**src/rtl/fetch_unit.sv**
```systemverilog
// Instruction fetch stage: PC owner, single-outstanding imem requester, in-order tagged queue.
// Optional FETCH_PERF_EN adds perf_fetched / perf_stall counters.
module fetch_unit #(
  parameter logic [31:0] RESET_PC = 32'h0000_0000,
  parameter int unsigned QDEPTH   = 2
) (
  input  logic        clk,
  input  logic        reset,
  output logic        imem_req,
  output logic [31:0] imem_addr,
  input  logic        imem_gnt,
  input  logic        imem_rvalid,
  input  logic [31:0] imem_rdata,
  input  logic        redirect,
  input  logic [31:0] redirect_pc,
  output logic        id_valid,
  input  logic        id_ready,
  output logic [31:0] id_instr,
  output logic [31:0] id_pc,
  output logic [1:0]  id_immsrc
`ifdef FETCH_PERF_EN
  ,
  output logic [31:0] perf_fetched,
  output logic [31:0] perf_stall
`endif
);

  localparam int unsigned PTRW = (QDEPTH > 1) ? $clog2(QDEPTH) : 1;
  localparam int unsigned CNTW = $clog2(QDEPTH + 1);
  localparam logic [CNTW-1:0] FULL = CNTW'(QDEPTH);

  typedef enum logic [1:0] {S_IDLE, S_WAIT, S_DROP} state_e;

  state_e            state_q, state_d;
  logic [31:0]       pc_q, pc_d;
  logic [31:0]       req_pc_q, req_pc_d;
  logic [CNTW-1:0]   count_q, count_d;
  logic [PTRW-1:0]   rd_ptr_q, rd_ptr_d;
  logic [PTRW-1:0]   wr_ptr_q, wr_ptr_d;
  logic [31:0]       instr_q [QDEPTH];
  logic [31:0]       qpc_q   [QDEPTH];

  logic              fetch_hs;
  logic              push;
  logic              pop;
  logic [31:0]       redirect_word;
  logic              unused_redirect_lsb;

  assign redirect_word       = {redirect_pc[31:2], 2'b00};
  assign unused_redirect_lsb = ^redirect_pc[1:0];

  // FSM: state register
  always_ff @(posedge clk or posedge reset) begin
    if (reset) state_q <= S_IDLE;
    else       state_q <= state_d;
  end

  // FSM: next state
  always_comb begin
    state_d = state_q;
    unique case (state_q)
      S_IDLE: if (fetch_hs) state_d = redirect ? S_DROP : S_WAIT;
      S_WAIT: begin
        if (imem_rvalid)   state_d = S_IDLE;
        else if (redirect) state_d = S_DROP;
      end
      S_DROP: if (imem_rvalid) state_d = S_IDLE;
      default: state_d = S_IDLE;
    endcase
  end

  // FSM: outputs; request is masked during reset so it drops immediately
  always_comb begin
    imem_req  = (state_q == S_IDLE) && (count_q != FULL) && !reset;
    imem_addr = pc_q;
    id_valid  = (count_q != '0) && !redirect;
  end

  assign fetch_hs = imem_req & imem_gnt;
  assign push     = (state_q == S_WAIT) && imem_rvalid && !redirect;
  assign pop      = id_valid & id_ready;

  always_comb begin
    pc_d     = pc_q;
    req_pc_d = req_pc_q;
    count_d  = count_q;
    rd_ptr_d = rd_ptr_q;
    wr_ptr_d = wr_ptr_q;
    if (redirect) begin
      // Flush by aligning the read pointer to the write pointer; no push occurs this cycle.
      pc_d     = redirect_word;
      count_d  = '0;
      rd_ptr_d = wr_ptr_q;
    end else begin
      if (fetch_hs) begin
        pc_d     = pc_q + 32'd4;
        req_pc_d = pc_q;
      end
      if (push) wr_ptr_d = wr_ptr_q + 1'b1;
      if (pop)  rd_ptr_d = rd_ptr_q + 1'b1;
      unique case ({push, pop})
        2'b10:   count_d = count_q + 1'b1;
        2'b01:   count_d = count_q - 1'b1;
        default: count_d = count_q;
      endcase
    end
  end

  always_ff @(posedge clk or posedge reset) begin
    if (reset) begin
      pc_q     <= {RESET_PC[31:2], 2'b00};
      req_pc_q <= '0;
      count_q  <= '0;
      rd_ptr_q <= '0;
      wr_ptr_q <= '0;
      for (int unsigned i = 0; i < QDEPTH; i++) begin
        instr_q[i] <= '0;
        qpc_q[i]   <= '0;
      end
    end else begin
      pc_q     <= pc_d;
      req_pc_q <= req_pc_d;
      count_q  <= count_d;
      rd_ptr_q <= rd_ptr_d;
      wr_ptr_q <= wr_ptr_d;
      if (push) begin
        instr_q[wr_ptr_q] <= imem_rdata;
        qpc_q[wr_ptr_q]   <= req_pc_q;
      end
    end
  end

  assign id_instr = instr_q[rd_ptr_q];
  assign id_pc    = qpc_q[rd_ptr_q];

  always_comb begin
    id_immsrc = 2'b00;
    unique case (id_instr[6:0])
      7'b0000011, 7'b0010011, 7'b1100111: id_immsrc = 2'b00;
      7'b0100011:                         id_immsrc = 2'b01;
      7'b1100011:                         id_immsrc = 2'b10;
      default:                            id_immsrc = 2'b00;
    endcase
  end

`ifdef FETCH_PERF_EN
  logic [31:0] perf_fetched_q;
  logic [31:0] perf_stall_q;

  always_ff @(posedge clk or posedge reset) begin
    if (reset) begin
      perf_fetched_q <= '0;
      perf_stall_q   <= '0;
    end else begin
      if (push) perf_fetched_q <= perf_fetched_q + 32'd1;
      if ((state_q == S_IDLE) && (count_q == FULL)) perf_stall_q <= perf_stall_q + 32'd1;
    end
  end

  assign perf_fetched = perf_fetched_q;
  assign perf_stall   = perf_stall_q;
`endif

endmodule
```
**config.mk**
```make
export PLATFORM = sky130hd
export DESIGN_NAME = fetch_unit
export DESIGN_NICKNAME = d
export VERILOG_FILES = /design/src/rtl/fetch_unit.sv
export SDC_FILE = /design/constraint.sdc
export NUM_CORES = 1
export LEC_CHECK = 0
export ABC_AREA = 1
export BUFFER_PORTS_ARGS = -buffer_cell sky130_fd_sc_hd__buf_2
export CORE_MARGIN = 1
export CORE_UTILIZATION = 56
export DETAILED_ROUTE_END_ITERATION = 16
export MAX_ROUTING_LAYER = met4
export PLACE_DENSITY = 0.83
export RECOVER_POWER = 100
export SLEW_MARGIN = 30
export SYNTH_ARGS = -nofsm -noshare
export SYNTH_HDL_FRONTEND = slang
export SYNTH_SLANG_ARGS = --single-unit
```
**constraint.sdc**
```tcl
create_clock -name clk -period 10.4 [get_ports clk]
set_input_delay 2.08 -clock clk [delete_from_list [all_inputs] [get_ports clk]]
set_output_delay 2.08 -clock clk [all_outputs]
set_load 0.03 [all_outputs]
```
[Word-level counts from Yosys, hierarchy flattened]
Cells that the tools add are included.
Operators by class
  bitwise gates (word level): 5
  order comparisons: 3
  shifts and indexed selects: 0
  equal/unequal tests: 10
  muxes and demuxes: 23
  multiply operators: 0
  add/sub/neg operators: 5
  reduce and logical (&&, ||, !) cells: 16
  div/mod/pow operators: 0
Operator list (number)
  2-to-1 mux 32 bit: 9
  bitwise mux 64 bit: 2
  adder 32 x 3 -> 32 bit (second input constant): 1
  demux 32 bit (select 1 bit): 1
  2-to-1 mux 2 bit: 6
  one-hot mux 2 bit (2 select lines): 2
  == test 7 x 6 -> 1 bit (second input constant): 1
  == test 7 bit (second input constant): 1
  logical AND 1 bit: 6
  inequality test 2 bit (second input constant): 3
  one-hot mux 2 bit (3 select lines): 1
  nonzero test 2 bit: 3
  == test 2 x 1 -> 1 bit (second input constant): 2
  == test 2 bit (second input constant): 2
  >= comparator 2 bit (second input constant): 2
  inverter 1 -> 2 bit: 2
  AND reduction 2 bit: 2
  inequality test 3 bit (second input constant): 1
  AND reduction 3 bit: 1
  nonzero test 3 bit: 1
  adder 1 bit (second input constant): 2
  adder 2 x 1 -> 2 bit (second input constant): 1
  bitwise AND 1 bit: 2
  logical NOT 1 bit: 2
  other kinds (5): 6
Storage, ports and cells
  memories: 0
  word-level logic and storage cells: 72
  input port bits: 70
  bits in latches: 0
  bits in writable memories: 0
  ROM bits: 0
  bits in registers: 198

[Depth between registers and ports, before layout]
  depth in word-level cells: 6
  mapped depth: 10
  mapped depth without buffers: 10

[Least setup slack after synthesis]
Ideal clock, no wire load.
  kind: in2out
  from: input reset
  to: output imem_req
  data arrival time: 7.116 ns
  slack: 1.204 ns
  stages on the path: 3
  cells stage by stage: inv_1 > o21ai_0 > nor2_1
On the way
  cells in the longest elaborated chain, start to end: 2
RTL lines
  start, declared: RTL line 8  | input logic reset,
  logical NOT 1 bit (no line)
  logical AND 1 bit: RTL line 74  | imem_req = (state_q == S_IDLE) && (count_q != FULL) && !reset;
  end, declared: RTL line 9  | output logic imem_req,
Every way passes these cells.

[Final worst setup path]
  from: register rd_ptr_q
  to: output id_immsrc[1]
On the way
  cells in the longest elaborated chain, start to end: 6
  elaborated cells on any way between the ends: 7
RTL lines
  start, declared: RTL line 38  | logic [PTRW-1:0] rd_ptr_q, rd_ptr_d;
  start signal, assigned: RTL line 124  | rd_ptr_q <= rd_ptr_d;
  inverter 1 -> 2 bit (not written as such) *: RTL line 133  | assign id_instr = instr_q[rd_ptr_q];
  2-to-1 mux 32 bit (not written as such) * (3 in a row): RTL line 133
  == test 7 bit / == test 7 x 6 -> 1 bit (equally long branches): RTL line 138  | unique case (id_instr[6:0])
  one-hot mux 2 bit (2 select lines) *: RTL line 138
  end, declared: RTL line 20  | output logic [1:0] id_immsrc
Every way passes the cells marked *; elsewhere a longest branch is shown, timed or not. The select of a mux whose other input is x is not followed.

==> reports/metrics.json <==
{
  "worstMarginPinSlew_ns": 3.495,
  "most-common-layout-cells": "372 x nand2_1, 190 x dfrtp_1, 159 x o21ai_0",
  "overflow": 0,
  "starting_density_of_the_core": 0.5726,
  "power.static_leakage_nw": 5.290,
  "seq_area_frac_synth": 0.5246,
  "htreeDepth": 4,
  "syn-instance-count": 1085,
  "timing.critical_path.required_ns": 8.32,
  "mappedNetlistArea_sq_um": 9062,
  "crit_path_start_kind": "register",
  "io_buffer_count": 163,
  "place.gp.congestion": 0.8904,
  "cts_resized": 0,
  "finalHoldViolations": 0,
  "gr-usage-met1": 0.3381,
  "share_comb_of_total_power": 0.351,
  "post_cts_setup_buffer_count": 0,
  "post_synth_cell_types": 29,
  "slew_violations": 335,
  "fmaxAchievable_ghz": 0.1560,
  "synthDominantCellAreaShare": 0.5246,
  "grt_first_pass_wirelength_microns": 33060,
  "post-route-util": 0.6552,
  "slew-limit-headroom": -1.330,
  "grt_setup_unrepaired": "false",
  "cts_inserted_buffers": 17,
  "drtPass1Iterations": 5,
  "clkPwrFrac": 0.239,
  "main_combinational_cell_family_by_area_after_synthesis": "simple AND/OR/NAND/NOR gates",
  "clk_transition_reported_paths_ns": 0.07,
  "min_path_type": "reg2reg",
  "detailed_place_hpwl_microns": 13350,
  "global_route.usage.met3": 0.04872,
  "layout-drive-gt1-share": 0.1331,
  "synth_area_leader_cell": "dfrtp_1",
  "area_of_the_core_sq_um": 15830,
  "drt_drc_violations_left": 0,
  "grt_start_max_net_pins": 125,
  "layout.cells.most_common": "nand2_1",
  "cellInternalPower_mw": 1.757,
  "max-clock-path-buffers": 2,
  "yosys.area_share.simple": 0.2056,
  "synthesis.yosys.warnings": 0,
  "die_h_microns": 129.2,
  "global_route.peak_usage_layer": "met2",
  "sequentialPowerShare": 0.411,
  "cp_data_arrival_time_ns": 4.33,
  "count_of_placed_standard_cells_including_taps": 1417,
  "number_of_global_route_vias_before_repair": 6952,
  "critical_path_class": "reg2out",
  "xor_xnor_fraction_of_synth_area": 0.01546,
  "vdd_ir_max_v": 0.0001354,
  "fp-row-count": 46,
  "endpoint_kind": "output port",
  "timing.critical_path.fanout_max": 36,
  "violations_in_the_final_reports": "capacitance limit, slew limit",
  "final.period_utilization": 0.6164,
  "muxShareOfSynthArea": 0.07207,
  "clock_tree_root_driver_cell": "clkbuf_16",
  "antenna_found_initial": 0,
  "synth.top_cells.by_area": "dfrtp_1 52%, nand2_1 15%, mux2_2 7.2%",
  "route.detailed.wl_per_inst_microns": 13.75,
  "compound_cell_area_share_of_the_yosys_netlist": 0.09223,
  "status": "finished, violations left",
  "power_switching_mw": 1.149,
  "layout.nets": 1291,
  "globalRouteTotalUtil": 0.2610,
  "tritoncts": "built",
  "detailedRoute.firstIterationViolations": 547,
  "powerDensity_nw_per_um2": 280.3,
  "fin_cells": 1448,
  "max-cap-violations": 5,
  "final_antenna_net_count": 0,
  "vias_per_cell": 5.073,
  "fin_worst_skew_ns": 0.009575,
  "setup_violations": 0,
  "finalWorstPathRequiredPeriod_ns": 6.411,
  "antenna-diode-count": 0,
  "dr_total_vias": 7346,
  "postCtsHoldBufs": 0,
  "io-pin-count": 170,
  "synth_adder_area_share": 0.001381,
  "grt.met2_usage": 0.4121,
  "area.growth.synth_to_final_pct": 14.43,
  "cts_sinks": 190,
  "chipWidth_microns": 129.2,
  "synth_area_per_cell_sq_um": 8.352,
  "ys_seq_elements": 190,
  "insertion_delay_ns": 0.42,
  "wirelength_microns": 19910,
  "setup_tns_ns": 0,
  "die_area_sq_um": 16700,
  "switching_share": 0.3954
}
## cell type report
type | count | area, sq um
fill | 1367 | 5458
sequential | 190 | 4755
multi-input combinational | 715 | 3497
timing repair buffer | 169 | 732.0
inverter | 127 | 481.7
clock buffer | 19 | 452.9
tap | 216 | 270.3
clock inverter | 12 | 181.4
## flip-flops by register name, summed over array words and instances (netlist names)
signal     count
qpc_q         60
imem_addr     30
count_q        2
wr_ptr_q       1
req_pc_q      30
state_q        2
instr_q       64
rd_ptr_q       1
## layer usage
| metal | wire length [microns] | up-vias |
|---|---|---|
| met5 | 0 | - |
| met4 | 421 | 0 |
| met3 | 1035 | 33 |
| met2 | 9386 | 220 |
| met1 | 9065 | 3419 |
| li1 | - | 3674 |
## worst paths after layout
path	from	endpoint	slack [ns]	cells past startpoint
worst max-delay path	rd_ptr_q	id_immsrc[1]	3.99	6
worst min-delay path	qpc_q[62]	qpc_q[62]	0.48	2
worst max register to register	state_q[1]	instr_q[11]	6.21	5
worst min register to register	qpc_q[62]	qpc_q[62]	0.48	2
max in group asynchronous	reset	imem_addr[24]	4.78	4
min in group asynchronous	reset	instr_q[48]	1.72	2
## synthesized netlist by cell type, drive strengths merged
cell type and count:
clkbuf 17, nor3 3, o22ai 1, nand2 372, inv 127, xnor2 6, dfrtp 190, conb 1
o21a 1, nand4 1, ha 1, or2 2, buf 39, mux2 58, o21ai 161, a21oi 1
nor2 43, nand3 51, xor2 10
## metrics by stage
| step | hold WS, ns | setup WS, ns | total power, mW | instance area [sq um] |
|---|---|---|---|---|
| after CTS | 0.4813 | 5.009 | 2.974 | 10540 |
| after detailed placement | 0.4646 | 5.018 | 2.266 | 9907 |
| after floorplan | 0.4476 | 1.204 | 1.963 | 9074 |
| after global routing | 0.5020 | 3.433 | 3.095 | 10370 |
| after global placement | 0.4599 | 5.032 | 2.217 | 9898 |
| final | 0.4771 | 3.989 | 2.907 | 10370 |
## logic make-up (layout without fill, tap and decap cells)
logic type / count (synthesis) / after routing
compound gates: 164 / 164
other cells: 1 / 4
simple gates: 472 / 472
buf+inv: 183 / 327
fa+ha+maj: 1 / 1
xor+xnor: 16 / 16
flops: 190 / 190
mux: 58 / 58
## power by group through the flow
| stage | clock network, mW | registers (mW) | logic (mW) |
|---|---|---|---|
| finish | 0.693 | 1.19 | 1.02 |
| global placement | 0 | 1.18 | 1.03 |
| floorplan | 0 | 1.17 | 0.788 |
| detailed placement | 0 | 1.20 | 1.06 |
| global route | 0.734 | 1.23 | 1.13 |
| CTS | 0.704 | 1.19 | 1.08 |
## worst max-delay path: stages, from the launching register on
cell and delay, ns:
dfrtp_1 1.25, clkbuf_1 1.46, o21ai_0 0.39, nor2_1 0.20, nand3_1 0.12, nor3_1 0.14
clkbuf_1 0.33
Power figures use the tool's default switching activity.
